<file path="config.mk">
export PLATFORM = sky130hd
export DESIGN_NAME = sync_filter_bus
export DESIGN_NICKNAME = d
export VERILOG_FILES = /design/src/rtl/cdc_pkg.sv /design/src/rtl/sync_chain.sv /design/src/rtl/sync_filter_bus.sv
export SDC_FILE = /design/constraint.sdc
export NUM_CORES = 1
export LEC_CHECK = 0
export ABC_AREA = 1
export CAP_MARGIN = 20
export CORE_UTILIZATION = 51
export CTS_BUF_LIST = sky130_fd_sc_hd__clkbuf_16
export CTS_CLUSTER_DIAMETER = 200
export CTS_CLUSTER_SIZE = 40
export DETAILED_ROUTE_END_ITERATION = 12
export PLACE_DENSITY = 0.76
export SLEW_MARGIN = 20
export SYNTH_ARGS = -nofsm -noshare
export SYNTH_HDL_FRONTEND = slang
export SYNTH_SLANG_ARGS = --single-unit
</file>
<file path="constraint.sdc">
create_clock -name b_clk -period 1.4 [get_ports b_clk]
set_input_delay 0.42 -clock b_clk [delete_from_list [all_inputs] [get_ports b_clk]]
set_output_delay 0.42 -clock b_clk [all_outputs]
set_load 0.01 [all_outputs]
</file>
<file path="src/rtl/cdc_pkg.sv">
// Shared definitions for the CDC FIFO design: filter FSM encoding and
// lower bounds on synchroniser depth and settle-filter length.
package cdc_pkg;

   typedef enum logic {
      ST_IDLE,
      ST_SETTLE
   } filt_state_t;

   localparam int MIN_STAGES        = 2;
   localparam int MIN_FILTER_CYCLES = 1;

endpackage

</file>
<file path="src/rtl/sync_chain.sv">
// Multi-bit register-chain synchroniser into the b_clk domain.
// Every bit sees the same depth; no cross-bit coherence is attempted here.
module sync_chain #(
   parameter int WIDTH  = 4,
   parameter int STAGES = 2
) (
   input  logic             b_clk,
   input  logic             b_rst,
   input  logic [WIDTH-1:0] d,
   output logic [WIDTH-1:0] q
);

   logic [WIDTH-1:0] stage [STAGES];

   always_ff @(posedge b_clk) begin
      if (b_rst) begin
         for (int i = 0; i < STAGES; i++) begin
            stage[i] <= '0;
         end
      end else begin
         stage[0] <= d;
         for (int i = 1; i < STAGES; i++) begin
            stage[i] <= stage[i-1];
         end
      end
   end

   assign q = stage[STAGES-1];

endmodule

</file>
<file path="src/rtl/sync_filter_bus.sv">
// Synchronised, glitch-filtered status bus with change pulse.
// Per-bit rise/fall pulses are built only when SYNC_FILTER_EDGE_EN is defined.
module sync_filter_bus #(
   parameter int WIDTH         = 4,
   parameter int STAGES        = 2,
   parameter int FILTER_CYCLES = 4
) (
   input  logic             b_clk,
   input  logic             b_rst,
   input  logic [WIDTH-1:0] async_data,
   output logic [WIDTH-1:0] sync_data,
   output logic             data_changed,
   output logic [WIDTH-1:0] rise,
   output logic [WIDTH-1:0] fall
);
   import cdc_pkg::*;

   localparam int CW = $clog2(FILTER_CYCLES + 1);
   localparam logic [CW-1:0] CNT_LAST = CW'(FILTER_CYCLES - 1);
   localparam logic [CW-1:0] CNT_ONE  = CW'(1);

   logic [WIDTH-1:0] s;
   logic [WIDTH-1:0] cand, cand_n;
   logic [WIDTH-1:0] data_n;
   logic [CW-1:0]    cnt, cnt_n;
   logic             chg_n;
   filt_state_t      state, state_n;

   sync_chain #(
      .WIDTH  (WIDTH),
      .STAGES (STAGES)
   ) u_chain (
      .b_clk (b_clk),
      .b_rst (b_rst),
      .d     (async_data),
      .q     (s)
   );

   always_ff @(posedge b_clk) begin
      if (b_rst) begin
         state        <= ST_IDLE;
         cand         <= '0;
         cnt          <= '0;
         sync_data    <= '0;
         data_changed <= 1'b0;
      end else begin
         state        <= state_n;
         cand         <= cand_n;
         cnt          <= cnt_n;
         sync_data    <= data_n;
         data_changed <= chg_n;
      end
   end

   always_comb begin
      state_n = state;
      cand_n  = cand;
      cnt_n   = cnt;
      data_n  = sync_data;
      chg_n   = 1'b0;
      unique case (state)
         ST_IDLE: begin
            if (s != sync_data) begin
               if (FILTER_CYCLES == 1) begin
                  data_n = s;
                  chg_n  = 1'b1;
               end else begin
                  cand_n  = s;
                  cnt_n   = CNT_ONE;
                  state_n = ST_SETTLE;
               end
            end
         end
         ST_SETTLE: begin
            if (s == sync_data) begin
               cnt_n   = '0;
               state_n = ST_IDLE;
            end else if (s != cand) begin
               // a different value restarts the settle count
               cand_n = s;
               cnt_n  = CNT_ONE;
            end else if (cnt == CNT_LAST) begin
               data_n  = cand;
               chg_n   = 1'b1;
               cnt_n   = '0;
               state_n = ST_IDLE;
            end else begin
               cnt_n = cnt + CNT_ONE;
            end
         end
         default: state_n = ST_IDLE;
      endcase
   end

`ifdef SYNC_FILTER_EDGE_EN
   always_ff @(posedge b_clk) begin
      if (b_rst) begin
         rise <= '0;
         fall <= '0;
      end else if (chg_n) begin
         rise <= data_n & ~sync_data;
         fall <= ~data_n & sync_data;
      end else begin
         rise <= '0;
         fall <= '0;
      end
   end
`else
   assign rise = '0;
   assign fall = '0;
`endif

endmodule
</file>
==> impl_metrics.csv <==
group,metric,value,unit
status,outcome,"finished clean",
final_layout,n_antenna_cell,0,
floorplan,rows,16,
final_layout,area_growth,18.3,%
worst_setup_path,crit_arrival,0.91,ns
clock_tree,htreeDepth,1,
floorplan,die_h,47.7,microns
worst_setup_path,worst_path_largest_cell_delay,0.37,ns
route,wl,1.80,mm
floorplan,io_pins,19,
clock_tree,cts.path.max_buffers,2,
global_route,grt_pass1_wl,2.93,mm
floorplan,die-area,2270,sq um
worst_setup_path,path_class,"flop to output port",
placed_design,place_inst,193,
route,drt_iter0_markers,21,
power_and_ir_drop,p_leak,0.612,nW
worst_setup_path,slowest_stage,"dfxtp_1",
route,wl_per_cell,9.14,microns
power_and_ir_drop,p_comb_share,15.6,%
worst_setup_path,setup.worst_path.start_class,"flop",
power_and_ir_drop,peakVddDrop,0.799,mV
worst_setup_path,reg2reg_slack,0.10,ns
global_route,overflow,0,
clock_tree,worstSkewPairLatency,0.25,ns
power_and_ir_drop,pwr-share-seq,44.4,%
sta,skew,0.00154,ns
power_and_ir_drop,power.density,1160,nW/um^2
clock_tree,clockRootBuffer,"clkbuf_16",
power_and_ir_drop,p_clk_share,40.0,%
worst_setup_path,cp_num_buf_inv,1,
hold_path,hold_class,"flop to flop",
final_layout,layout.cells.non_filler,197,
route,num_vias,908,
floorplan,core_area,1960,sq um
clock_tree,cts_tree,"built",
route,first_pass_iters,6,
sta,fmax,0.754,GHz
final_layout,nets,178,
synthesis,seq_area_frac_synth,39.5,%
placed_design,dp_hpwl,1.34,mm
global_route,grt_start_max_net_pins,18,
sta,period_share,94.8,%
sta,rsz0062_at_grt,"yes",
floorplan,dieWidth,47.7,microns
power_and_ir_drop,p_sw_share,25.5,%
sta,finalMaxSlewViolations,0,
floorplan,start_util,54.3,%
route,drc_errors,0,
synthesis,yosysUniqueCellTypes,22,
route,ant_nets,0,
worst_setup_path,end_kind,"output port",
synthesis,syn_inst,157,
clock_tree,path_clk_slew,0.05,ns
global_route,grt_pass1_vias,736,
clock_tree,cts_made_buffers,3,
synthesis,synth-seq-cells,21,
placed_design,io_buffer_count,10,
final_layout,drive_gt1_share,12.4,%
sta,layout_min_cycle_time,1.33,ns
synthesis,yosysWarningCount,0,
global_route,grt_use_total,18.5,%
synthesis,avgSynthCellArea,6.78,sq um
power_and_ir_drop,p_sw,374,uW
sta,finalSetupTns,0,ns
worst_setup_path,crit_chain,"dlygate4sd2_1",
worst_setup_path,required,0.98,ns
placed_design,routabilityCongestion,0.811,
route,vias_per_cell,4.61,
power_and_ir_drop,p_int,1.09,mW
power_and_ir_drop,power,1.47,mW
clock_tree,cts.sinks,21,
clock_tree,cts_hold_buf,0,
global_route,grt_antenna_before_repair,0,
clock_tree,post-cts-setup-buffer-count,0,
worst_setup_path,crit_fanout,4,
final_layout,fillers,187,
sta,finalSetupViolations,0,
run,max_cap_violations,0,
sta,hold_viol,0,
synthesis,syn_area,1060,sq um
worst_setup_path,critPathTopFamily,"flip-flops",
## cells in the mapped netlist
master	n	share of area, %
a21oi_1	8	3.8
and3_1	1	0.59
buf_4	8	5.6
buf_6	1	1.1
clkbuf_1	1	0.35
clkinv_1	1	0.35
conb_1	1	0.35
dfxtp_1	21	39
ha_1	1	1.2
inv_1	22	7.8
inv_2	4	1.4
nand2_1	40	14
nand2_2	2	1.2
nand2_4	1	1.1
nand3_1	9	4.2
nand3_2	1	0.94
nand4_1	4	2.3
nor2_1	23	8.1
nor2_2	4	2.3
nor2_4	2	2.1
xnor2_1	1	0.82
xor2_1	1	0.82
## state kept, by name, summed over array words and instances (netlist names)
name	count
cand	4
cnt	3
data_changed	1
state	1
sync_data	4
u_chain.stage	8
## metal layers
layer / up-vias / wire, microns / global-route usage [%]
met4: 0 / 43 / 8.89
li1: 482 / - / -
met5: - / 0 / 0
met1: 389 / 802 / 23.0
met3: 5 / 92 / 4.15
met2: 32 / 862 / 30.3
## kinds of logic after synthesis
kind of cell               share of synthesized area (%)
AOI/OAI and AO/OA                                   3.76
xor gates and xnor gates                            1.65
adders and majority gates                           1.17
buffers and inverters                               16.6
DFF                                                 39.5
other                                              0.352
and+or+nand+nor                                     37.0
## placed cells by master (no fill, tap or decap), drive strengths merged
cell	n
conb	8
buf	2
nand3	10
clkinv	1
dlygate4sd2	5
nor2	29
dfxtp	21
nand2	43
clkdlybuf4s50	5
inv	27
xnor2	1
ha	1
clkbuf	3
and3	1
a21oi	8
xor2	1
nand4	4
## cell type report
class                           instances  area (sq um)  share of cell area [%]
Multi-Input combinational cell        106           515                    40.9
Sequential cell                        21           422                    33.5
Timing Repair Buffer                   12           109                    8.64
Inverter                               27           101                    8.04
Clock buffer                            3          75.1                    5.96
Tap cell                               27          33.8                    2.68
Clock inverter                          1          3.75                   0.298
## path summary, 6_finish.rpt
| kind | startpoint | to | cells past startpoint |
|---|---|---|---|
| worst max-delay path | sync_data[0] | sync_data[0] | 1 |
| worst min-delay path | u_chain.stage[0][2] | u_chain.stage[0][6] | 2 |
| worst max register to register | u_chain.stage[0][5] | sync_data[1] | 9 |
| worst min register to register | u_chain.stage[0][2] | u_chain.stage[0][6] | 2 |
## power groups by stage
stage / combinational [mW] / clock, mW / sequential [mW]
after floorplan: 0.190 / 0 / 0.657
after global placement: 0.207 / 0 / 0.661
after detailed placement: 0.212 / 0 / 0.662
after CTS: 0.212 / 0.598 / 0.650
after global routing: 0.258 / 0.622 / 0.654
final: 0.229 / 0.587 / 0.650
## what timing repair did
action / 4_1_cts / 5_1_grt
endpoints found under the hold margin: 0 / 0
pin swaps: 0 / 1
endpoints found under the setup margin: 5 / 9
gates resized for setup: 5 / 5
## stage by stage
stage               utilization (%)  hold slack [ns]  area [sq um]  setup slack (ns)
detailed placement             59.4            0.398          1160           -0.0956
floorplan                         -            0.388          1090             0.202
global route                   64.2            0.421          1260           -0.0162
global placement               59.4            0.390          1160           -0.0760
CTS                            63.1            0.405          1240            0.0653
finish                         64.2            0.395          1260            0.0729
(Power assumes the default switching activity.)
